$ cat config.mk
export PLATFORM = sky130hd
export DESIGN_NAME = latency_scoreboard
export DESIGN_NICKNAME = d
export VERILOG_FILES = /design/src/rtl/latency_scoreboard.sv
export SDC_FILE = /design/constraint.sdc
export NUM_CORES = 1
export LEC_CHECK = 0
export ABC_AREA = 1
export BUFFER_PORTS_ARGS = -buffer_cell sky130_fd_sc_hd__buf_2
export CELL_PAD_IN_SITES_DETAIL_PLACEMENT = 1
export CELL_PAD_IN_SITES_GLOBAL_PLACEMENT = 1
export CORE_ASPECT_RATIO = 2
export CORE_MARGIN = 2
export CORE_UTILIZATION = 43
export CTS_BUF_LIST = sky130_fd_sc_hd__clkbuf_8
export DETAILED_ROUTE_END_ITERATION = 16
export GPL_ROUTABILITY_DRIVEN = 1
export PLACE_DENSITY_LB_ADDON = 0.1
export SYNTH_ARGS = -nofsm -noshare
export SYNTH_HDL_FRONTEND = slang
export SYNTH_SLANG_ARGS = --single-unit
$ cat constraint.sdc
create_clock -name clk -period 28.3 [get_ports clk]
set_input_delay 4.245 -clock clk [delete_from_list [all_inputs] [get_ports clk]]
set_output_delay 4.245 -clock clk [all_outputs]
set_load 0.02 [all_outputs]
$ cat src/rtl/latency_scoreboard.sv
// Variable-latency transaction delay buffer: each accepted header/payload pair is held
// for MIN_LATENCY plus an LFSR-chosen extra number of cycles, then becomes poppable.
module latency_scoreboard #(
    parameter int NUM_TRANSACTIONS = 4,
    parameter int HDR_WIDTH        = 72,
    parameter int DATA_WIDTH       = 72,
    parameter int MIN_LATENCY      = 8,
    parameter int LAT_RANGE_BITS   = 3,
    parameter int COUNT_WIDTH      = $clog2(NUM_TRANSACTIONS + 1)
) (
    input  logic                   clk,
    input  logic                   rst,
    input  logic [HDR_WIDTH-1:0]   meta_in,
    input  logic [DATA_WIDTH-1:0]  data_in,
    input  logic                   valid_in,
    output logic [HDR_WIDTH-1:0]   meta_out,
    output logic [DATA_WIDTH-1:0]  data_out,
    output logic                   valid_out,
    input  logic                   read_en,
    output logic                   empty,
    output logic                   full,
    output logic                   overflow,
    output logic                   underflow,
    output logic [COUNT_WIDTH-1:0] count
);

    localparam int          LAT_W     = LAT_RANGE_BITS + $clog2(MIN_LATENCY) + 1;
    localparam int          IDX_W     = $clog2(NUM_TRANSACTIONS);
    localparam logic [15:0] LFSR_SEED = 16'hACE1;
    // x^16 + x^14 + x^13 + x^11 + 1 in right-shifting Galois form
    localparam logic [15:0] LFSR_TAPS = 16'hB400;

    logic [NUM_TRANSACTIONS-1:0] slot_valid;
    logic [HDR_WIDTH-1:0]        slot_meta [NUM_TRANSACTIONS];
    logic [DATA_WIDTH-1:0]       slot_data [NUM_TRANSACTIONS];
    logic [LAT_W-1:0]            slot_lat  [NUM_TRANSACTIONS];
    logic [15:0]                 lfsr;

    logic [15:0]                 lfsr_nxt;
    logic [NUM_TRANSACTIONS-1:0] slot_ready;
    logic                        free_found;
    logic                        ready_found;
    logic [IDX_W-1:0]            wr_idx;
    logic [IDX_W-1:0]            rd_idx;
    logic                        wr_accept;
    logic                        rd_accept;
    logic [LAT_W-1:0]            load_lat;
    logic [COUNT_WIDTH-1:0]      count_nxt;

    always_comb begin
        lfsr_nxt = {1'b0, lfsr[15:1]};
        if (lfsr[0]) begin
            lfsr_nxt = {1'b0, lfsr[15:1]} ^ LFSR_TAPS;
        end
    end

    // Lowest-index free slot takes the write; lowest-index ready slot is popped.
    always_comb begin
        slot_ready  = '0;
        free_found  = 1'b0;
        ready_found = 1'b0;
        wr_idx      = '0;
        rd_idx      = '0;
        for (int i = 0; i < NUM_TRANSACTIONS; i++) begin
            slot_ready[i] = slot_valid[i] && (slot_lat[i] == '0);
            if (!free_found && !slot_valid[i]) begin
                free_found = 1'b1;
                wr_idx     = IDX_W'(i);
            end
            if (!ready_found && slot_ready[i]) begin
                ready_found = 1'b1;
                rd_idx      = IDX_W'(i);
            end
        end
    end

    // full is the registered pre-edge flag, so a pop cannot make room for a same-cycle write.
    assign wr_accept = valid_in && !full;
    assign rd_accept = read_en && ready_found;
    assign load_lat  = LAT_W'(MIN_LATENCY) + LAT_W'(lfsr[LAT_RANGE_BITS-1:0]);
    assign count_nxt = count + COUNT_WIDTH'(wr_accept) - COUNT_WIDTH'(rd_accept);

    always_ff @(posedge clk) begin
        if (rst) begin
            slot_valid <= '0;
            lfsr       <= LFSR_SEED;
            count      <= '0;
            empty      <= 1'b1;
            full       <= 1'b0;
            valid_out  <= 1'b0;
            overflow   <= 1'b0;
            underflow  <= 1'b0;
            meta_out   <= '0;
            data_out   <= '0;
            for (int i = 0; i < NUM_TRANSACTIONS; i++) begin
                slot_lat[i] <= '0;
            end
        end else begin
            lfsr      <= lfsr_nxt;
            overflow  <= valid_in && full;
            underflow <= read_en && empty;
            valid_out <= rd_accept;
            if (rd_accept) begin
                meta_out <= slot_meta[rd_idx];
                data_out <= slot_data[rd_idx];
            end
            count <= count_nxt;
            full  <= (count_nxt == COUNT_WIDTH'(NUM_TRANSACTIONS));
            empty <= (count_nxt == '0);
            for (int i = 0; i < NUM_TRANSACTIONS; i++) begin
                if (wr_accept && (wr_idx == IDX_W'(i))) begin
                    slot_valid[i] <= 1'b1;
                    slot_lat[i]   <= load_lat;
                end else begin
                    if (rd_accept && (rd_idx == IDX_W'(i))) begin
                        slot_valid[i] <= 1'b0;
                    end
                    if (slot_valid[i] && (slot_lat[i] != '0)) begin
                        slot_lat[i] <= slot_lat[i] - LAT_W'(1);
                    end
                end
            end
        end
    end

    // Payload storage needs no reset; slot_valid alone decides what is live.
    always_ff @(posedge clk) begin
        if (wr_accept) begin
            slot_meta[wr_idx] <= meta_in;
            slot_data[wr_idx] <= data_in;
        end
    end

endmodule

==> results of run 1 <==
## worst min-delay path by stage
stage / to / slack (ns) / cells after the start
global placement: lfsr[8] / 0.39 / 2
detailed placement: lfsr[7] / 0.40 / 1
finish: lfsr[8] / 0.41 / 2
CTS: lfsr[11] / 0.42 / 1
floorplan: lfsr[14] / 0.39 / 2
global route: lfsr[11] / 0.42 / 1
## sequential cells by signal, summed over array words and instances, names as in the netlist
| register | flops |
|---|---|
| slot_data | 288 |
| slot_meta | 288 |
| data_out | 72 |
| meta_out | 72 |
| slot_lat | 28 |
| lfsr | 16 |
| slot_valid | 4 |
| count | 3 |
| empty | 1 |
| full | 1 |
| overflow | 1 |
| underflow | 1 |
| valid_out | 1 |
## layout make-up
| class | instances | area (µm²) |
|---|---|---|
| diodes | 11 | 27.53 |
| clock buffers | 117 | 1610 |
| clock inverters | 84 | 462.9 |
| fillers | 7857 | 36270 |
| inverters | 337 | 1285 |
| multi-input cells | 1611 | 7383 |
| flip-flops and latches | 776 | 21580 |
| well taps | 916 | 1146 |
| repair buffers | 325 | 1717 |
## metrics by stage
stage | area (µm²) | std cells | hold slack [ns] | worst slack (ns)
after floorplan | 30970 | 2898 | 0.3883 | 12.14
after global placement | 33110 | 3965 | 0.3912 | 21.37
after detailed placement | 33110 | 3965 | 0.3961 | 21.31
after CTS | 35190 | 4166 | 0.4161 | 22.14
after global routing | 35200 | 4171 | 0.4214 | 21.96
final | 35210 | 4177 | 0.4117 | 22.15
## power breakdown
part	internal, mW	switching, mW	total [mW]
sequential	1.41	0.0526	1.46
clock	0.419	0.433	0.852
combinational	0.108	0.300	0.409
total	1.93	0.786	2.72
## synth_stat cells (all sizes together) (8+ instances only)
master / instances
a21oi: 279
o21ai: 256
nand2: 442
xor2: 9
o22ai: 8
dfxtp: 172
buf: 101
clkbuf: 73
ha: 10
edfxtp: 604
nand3: 28
nor2: 445
inv: 335
nand4: 107
or2: 9
## cell families (layout without fill, tap and decap cells)
kind of cell	count (synthesis)	in the layout	synth area share, %
and+or+nand+nor	1035	1035	13.78
DFF	776	776	69.69
AOI/OAI and AO/OA	549	549	8.986
buffers and inverters	511	863	6.622
xor gates and xnor gates	16	16	0.4525
adders and majority gates	11	11	0.4687
other	0	11	0
## routing by layer
metal / vias up / GRT usage [%] / wire length [µm]
met2: 624 / 43.49 / 46280
met3: 189 / 6.462 / 6068
met4: 34 / 9.471 / 2598
li1: 10280 / - / -
met5: - / 0 / 219
met1: 11220 / 28.15 / 35970
## critical path, cell delays in order
cell and delay [ns]:
buf_2 0.24, inv_4 0.46, buf_4 0.59, buf_4 0.76
o21ai_0 0.23, a21oi_1 0.19
==> impl_metrics.toml, run 1 <==
[timing]
hold_viol = 0
rsz0062_at_grt = "no"
layout_min_cycle_time_ns = 6.155
period_share_pct = 21.75
slew_headroom_pct = 18.57
finalClockSkew_ns = 0.03565
fmax_mhz = 162.5
finalSetupViolations = 0
worst_pin_slew_ns = 1.221
fin_tns_setup_ns = 0
slew_viol_final = 0

[logic_synthesis]
synth.largest_area_cell = "edfxtp_1"
yosys-top-cells-area = "edfxtp_1 59%, dfxtp_1 11%, nor2_1 5.3%"
synthFlopType = "edfxtp_1"
synth_top_area_share_pct = 58.57
synth_area_mm2 = 0.03097
synthArstFlopShare_pct = 0
ys_seq_area_share_pct = 69.69
netlist_instances = 2898
synth_cell_types = 37
synth_enable_flop_cells = 604
synth_seq_cells = 776
yosysWarnings = 0
synth_fp_nets = 3057
syn_avg_cell_area_um2 = 10.69

[floorplanning]
core_mm2 = 0.07148
io_pins = 300
die_area_mm2 = 0.07431
std_cell_rows = 139
initial_core_util_pct = 43.32
die_h_um = 383.5
die_w_um = 193.8

[cells_and_area]
final_cell_mix = "604 x edfxtp_1, 439 x nor2_1, 439 x nand2_1"
fin_util_pct = 49.26
area_growth_syn_to_layout_pct = 13.71
layout-drive-gt1-share_pct = 15.51
final_nets = 3318
layout_commonest_cell = "edfxtp_1"

[job]
maxCapViolCount = 0

[clock_network]
cts_tree = "yes"
cts_sinks = 776
clk_latency_ns = 0.77
h-tree-depth = 3
cts-resized-gates = 0
clk_pin_slew_ns = 0.06
numCtsBuffers = 108
cts_hold_buf = 0
cts_buffer_depth = 3
clock-root-buffer = "clkbuf_8"
post-cts-setup-buffers = 0

[setup_path]
r2r_slack_ns = 23.18
reg2reg_depth = 15
worst-setup-path-type = "in -> reg"
crit_required_ns = 28.98
arrival_ns = 6.83
cp-startpoint = "rst"
endpoint = "meta_out[19]"
endpoint_kind = "register"
path_max_fanout = 64
r2r-start = "slot_lat[0][0]"
r2r_end = "data_out[4]"
start_kind = "input port"

[placed_design]
io_buffers = 299
hpwlAfterDp_mm = 51.04
gp_congestion = 0.7663

[drt]
drtIter0Drc = 1133
drt-wirelength-per-cell_um = 21.82
ant_nets = 0
first_pass_iters = 5
via_count = 22340
wirelength_mm = 91.15
vias_per_cell = 5.349
drc_errors = 0

[min_path]
hp-class = "reg -> reg"
min_from = "lfsr[9]"

[power]
total_power_mw = 2.718
irDropWorstVdd_uv = 54.75
p_per_area_mw_per_mm2 = 77.20
power_leakage_nw = 14.43

[global_route]
grt_pass1_vias = 24390
grt-ovfl-total = 0
antenna_found_initial = 26
grt_max_degree = 188
grt_pass1_wl_mm = 140.1
grt.total_usage_pct = 24.50

[status]
status = "complete, no violations"
(Power assumes the default switching activity.)
==> inputs of run 2 (changes only) <==
- clock period: 28.3 -> 5.35 ns (I/O delays scaled with it)
==> impl_metrics.toml, run 2 (synthesized netlist as in run 1, its figures left out) <==
[status]
status = "complete, no violations"

[cells_and_area]
final_nets = 3329
fin_area_mm2 = 0.03560
area_growth_syn_to_layout_pct = 14.97
layout-drive-gt1-share_pct = 16.07
final_cell_mix = "604 x edfxtp_1, 439 x nor2_1, 437 x nand2_1"
top_regs = "slot_data (288), slot_meta (288)"
layout_commonest_cell = "edfxtp_1"

[global_route]
grt_pass1_vias = 24510
met1_usage_pct = 28.61
grt_max_degree = 188
grt_pass1_wl_mm = 141.7
busiest_layer = "met2"
antenna_found_initial = 23
grt-ovfl-total = 0
grtUsageMet3_pct = 5.909
use_met2_pct = 44.64
grt.total_usage_pct = 24.85

[clock_network]
cts_tree = "yes"
clk_pin_slew_ns = 0.07
post-cts-setup-buffers = 0
clk_latency_ns = 0.81
h-tree-depth = 3
cts_hold_buf = 0
cts_sinks = 776
clock-root-buffer = "clkbuf_8"
cts_buffer_depth = 3
numCtsBuffers = 109
cts-resized-gates = 0

[power]
irDropWorstVdd_uv = 368.9
clock_power_share_pct = 33.0
p_switching_mw = 4.242
power_leakage_nw = 14.61
comb_power_share_pct = 15.0
power_frac_seq_pct = 52.1
p_per_area_mw_per_mm2 = 415.2
internal_power_mw = 10.54
swShare_pct = 28.70

[timing]
worst_pin_slew_ns = 1.075
hold_viol = 0
period_share_pct = 72.60
slew_headroom_pct = 28.36
finalSetupViolations = 0
rsz0062_at_grt = "no"
slew_viol_final = 0
fmax_mhz = 257.5
finalClockSkew_ns = 0.05106
fin_tns_setup_ns = 0
layout_min_cycle_time_ns = 3.884

[drt]
ant_nets = 0
wirelength_mm = 92.44
first_pass_iters = 5
via_count = 22300
drtIter0Drc = 1076
vias_per_cell = 5.321
drt-wirelength-per-cell_um = 22.06
drc_errors = 0

[min_path]
min_from = "meta_in[25]"
hp-class = "in -> reg"
min_to = "slot_meta[3][25]"
min_path_cells = 1

[setup_path]
crit_required_ns = 6.01
r2r_end = "data_out[3]"
r2r_slack_ns = 1.47
endpoint_kind = "register"
reg2reg_depth = 15
worst-setup-path-type = "reg -> reg"
r2r-start = "slot_lat[1][0]"
path_max_fanout = 84
arrival_ns = 4.55
start_kind = "register"

[placed_design]
gp_congestion = 0.7664
io_buffers = 299
place_area_mm2 = 0.03329
hpwlAfterDp_mm = 52.22

[floorplanning]
die_area_mm2 = 0.07431
initial_core_util_pct = 43.32
std_cell_rows = 139
die_h_um = 383.5
io_pins = 300
die_w_um = 193.8
core_mm2 = 0.07148

[job]
maxCapViolCount = 0
[run 2: cell count changes in the layout (fill, tap and decap cells not counted), moves of 2 or more]
cell        previous run  this run
diode_2               11         8
clkinv_2              27        19
clkinv_1              29        18
clkinvlp_4             1         6
buf_12                 2         8
inv_1                353       361
bufinv_16              4         9
inv_8                  0         3
buf_4                 24        28
nand2_1              439       437
clkbuf_8             117       120
[run 2: power groups by stage]
stage	clock network (mW)	registers [mW]	logic, mW
after floorplan	0	7.97	1.23
after global placement	0	7.78	2.15
after detailed placement	0	7.83	2.25
after CTS	5.02	7.70	2.26
after global routing	5.24	7.76	2.47
final	4.87	7.70	2.21
[run 2: per-layer routing]
layer | part of all wire, % | wire [µm] | vias up
met5 | 0.25 | 230 | -
met4 | 2.6 | 2423 | 34
met3 | 5.6 | 5219 | 175
met2 | 52 | 47740 | 561
met1 | 40 | 36830 | 11220
li1 | - | - | 10300
[run 2: layout make-up]
cell class | instances | area (µm²)
Sequential cell | 776 | 21580
Clock inverter | 87 | 645.6
Antenna cell | 8 | 20.02
Tap cell | 916 | 1146
Clock buffer | 120 | 1652
Inverter | 337 | 1284
Fill cell | 7877 | 35880
Multi-Input combinational cell | 1611 | 7408
Timing Repair Buffer | 335 | 1867
[run 2: how the worst max path moves through the flow]
stage	startpoint	to	slack (ns)	cells past startpoint
final	slot_lat[1][0]	data_out[3]	1.47	15
after global routing	slot_lat[1][0]	data_out[3]	1.20	15
after CTS	slot_lat[1][0]	data_out[3]	1.42	15
after detailed placement	slot_lat[1][0]	data_out[3]	1.43	15
after global placement	slot_lat[1][0]	meta_out[67]	1.48	15
after floorplan	valid_in	slot_lat[1][0]	-0.09	6
[run 2: per-stage QoR]
| stage | setup slack, ns | util, % | hold slack (ns) | cells | total power [mW] |
|---|---|---|---|---|---|
| after floorplan | -0.09168 | - | 0.3883 | 2898 | 9.202 |
| after global placement | 1.477 | 46.57 | 0.3945 | 3975 | 9.930 |
| after detailed placement | 1.427 | 46.57 | 0.4012 | 3975 | 10.07 |
| after CTS | 1.421 | 49.78 | 0.1213 | 4182 | 14.97 |
| after global routing | 1.200 | 49.80 | 0.1846 | 4187 | 15.47 |
| final | 1.466 | 49.81 | 0.2120 | 4190 | 14.78 |
[run 2: critical path: stages (launching register included)]
cell and delay, ns:
edfxtp_1 0.39, inv_1 0.11, ha_1 0.16, inv_1 0.04, nor2_1 0.19, nand4_4 0.45
buf_4 0.45, inv_6 0.69, nand2_4 0.14, nand2_8 0.36, buf_12 0.26, nand2_1 0.09
nand2_1 0.07, nand2_1 0.06, nor2_1 0.17, nor2_1 0.05
==> inputs of run 3 (changes only) <==
- ABC_AREA: 1 -> 0
- clock period: 5.35 -> 3.9 ns (I/O delays scaled with it)
==> impl_metrics.toml, run 3 <==
[drt]
drt-wirelength-per-cell_um = 25.40
via_count = 20480
ant_nets = 0
first_pass_iters = 5
wirelength_mm = 89.89
drtIter0Drc = 1089
vias_per_cell = 5.787
drc_errors = 0

[min_path]
min_to = "slot_meta[2][39]"
hp-class = "in -> reg"
min_path_cells = 1
min_from = "meta_in[39]"

[cells_and_area]
fin_cells = 3539
top_regs = "slot_data (288), slot_meta (288)"
fill_cells = 6860
layout_commonest_cell = "edfxtp_1"
fin_util_pct = 52.08
final_nets = 2715
final_cell_mix = "604 x edfxtp_1, 438 x o21ai_0, 298 x buf_2"
area_growth_syn_to_layout_pct = 20.05
layout-drive-gt1-share_pct = 19.16

[global_route]
grt_pass1_vias = 22810
grt_pass1_wl_mm = 136.7
grt_max_degree = 148
use_met2_pct = 45.46
busiest_layer = "met2"
grt-ovfl-total = 0
met1_usage_pct = 30.12
grtUsageMet3_pct = 5.081
antenna_found_initial = 4
grt.total_usage_pct = 25.59

[clock_network]
cts_tree = "yes"
cts_hold_buf = 133
clk_pin_slew_ns = 0.07
numCtsBuffers = 107
h-tree-depth = 3
cts-resized-gates = 0
cts_buffer_depth = 3
clock-root-buffer = "clkbuf_8"
cts_sinks = 776
post-cts-setup-buffers = 0
clk_latency_ns = 0.78

[power]
irDropWorstVdd_uv = 329.5
internal_power_mw = 13.25
power_frac_seq_pct = 55.3
comb_power_share_pct = 11.1
clock_power_share_pct = 33.6
power_leakage_nw = 12.85
p_switching_mw = 4.621
p_per_area_mw_per_mm2 = 507.7
swShare_pct = 25.87

[timing]
finalSetupViolations = 0
fmax_mhz = 326.1
worst_pin_slew_ns = 1.087
setup_ws_ns = 0.8332
slew_headroom_pct = 27.53
layout_min_cycle_time_ns = 3.067
period_share_pct = 78.63
rsz0062_at_grt = "no"
slew_viol_final = 0
hold_viol = 0
finalClockSkew_ns = 0.04104

[setup_path]
r2r-start = "slot_lat[0][5]"
path_max_fanout = 4
start_kind = "register"
r2r_slack_ns = 0.83
r2r_end = "full"
reg2reg_depth = 12
worst-setup-path-type = "reg -> reg"
crit_required_ns = 4.56
arrival_ns = 3.73
endpoint_kind = "register"

[floorplanning]
core_mm2 = 0.06756
die_area_mm2 = 0.07040
die_w_um = 188.6
die_h_um = 373.2
io_pins = 300
initial_core_util_pct = 43.38
std_cell_rows = 135

[logic_synthesis]
netlist_instances = 2156
synth_seq_cells = 776
synth_top_area_share_pct = 61.88
synth_common_cells = "604 x edfxtp_1, 438 x o21ai_0, 172 x dfxtp_1"
synth_enable_flop_cells = 604
synthFlopType = "edfxtp_1"
yosys-top-cells-area = "edfxtp_1 62%, dfxtp_1 12%, o21ai_0 7.5%"
synthMostInstantiatedCell = "edfxtp_1"
yosysWarnings = 0
synth.largest_area_cell = "edfxtp_1"
synth_area_mm2 = 0.02931
synth_fp_nets = 2315
synth_cell_types = 41
synthArstFlopShare_pct = 0
syn_avg_cell_area_um2 = 13.59
ys_seq_area_share_pct = 73.63

[placed_design]
placed_cells = 3204
gp_congestion = 0.7223
io_buffers = 299
place_ws_ns = 0.8281
hpwlAfterDp_mm = 46.56

[status]
status = "complete, no violations"

[job]
maxCapViolCount = 0
run 3: cell types whose count changed after synthesis, moves of 11 or more:
| cell | previous run | this run |
|---|---|---|
| nand2_1 | 439 | 169 |
| a41oi_1 | 1 | 144 |
| a21oi_1 | 278 | 3 |
| buf_2 | 81 | 29 |
| clkbuf_1 | 73 | 135 |
| nand4_1 | 104 | 2 |
| buf_1 | 13 | 2 |
| nand3_1 | 28 | 153 |
| o21ai_0 | 251 | 438 |
| a21o_1 | 0 | 145 |
| inv_1 | 333 | 17 |
| nor2b_1 | 0 | 12 |
| nor2_1 | 441 | 31 |
run 3: worst max-delay path by stage:
stage	to	start	depth (start not counted)	slack [ns]
floorplan	slot_data[2][0]	valid_in	3	-1.03
global placement	full	slot_lat[3][2]	12	0.83
detailed placement	full	slot_lat[0][5]	12	0.83
CTS	full	slot_lat[0][5]	12	0.81
global route	full	slot_lat[0][4]	12	0.67
finish	full	slot_lat[0][5]	12	0.83
run 3: kinds of logic after synthesis:
group | after synthesis | synth area share, %
adders and majority gates | 11 | 0.4952
xor gates and xnor gates | 25 | 0.7470
DFF | 776 | 73.63
AOI/OAI and AO/OA | 746 | 15.99
and+or+nand+nor | 400 | 6.284
buffers and inverters | 198 | 2.852
run 3: routing by layer:
metal	up-vias	share of wire, %
li1	9047	-
met1	10580	40
met2	676	51
met3	174	5.8
met4	2	3.1
met5	-	0.014
run 3: metrics by stage:
step	TNS [ns]	total power, mW	instance area [µm²]	hold slack, ns
2_1_floorplan	-153.69	11.11	29350	0.3895
3_3_place_gp	0	11.86	31820	0.3949
3_5_place_dp	0	11.95	31820	0.3994
4_1_cts	0	18.07	35180	0.0004990
5_1_grt	0	18.57	35190	0.03507
6_report	0	17.87	35190	0.07059
run 3: cell type report:
type / count / area, µm² / area share, %
clock inverter: 81 / 406.6 / 1.156
sequential: 776 / 21580 / 61.33
multi-input combinational: 1182 / 6985 / 19.85
inverter: 17 / 73.82 / 0.2098
timing repair buffer: 472 / 3397 / 9.654
clock buffer: 118 / 1624 / 4.615
antenna: 3 / 7.507 / 0.02133
tap: 890 / 1114 / 3.165
run 3: worst max-delay path, cell delays in order (launching register included):
cell and delay [ns]:
edfxtp_1 0.45, nor4_4 0.39, nand4b_1 0.31, a41oi_4 0.31, ha_1 0.27, inv_1 0.06
ha_1 0.13, inv_1 0.06, fa_1 0.41, xor2_1 0.17, xnor2_1 0.13, nor2_1 0.08
and3_1 0.19
run 3: power by group through the flow:
stage	Sequential, mW	Clock (mW)	Combinational, mW
6_report	9.88	6.01	1.98
2_1_floorplan	10.1	0	0.979
4_1_cts	9.88	6.18	2.01
5_1_grt	9.93	6.49	2.16
3_3_place_gp	10.0	0	1.84
3_5_place_dp	10.1	0	1.89
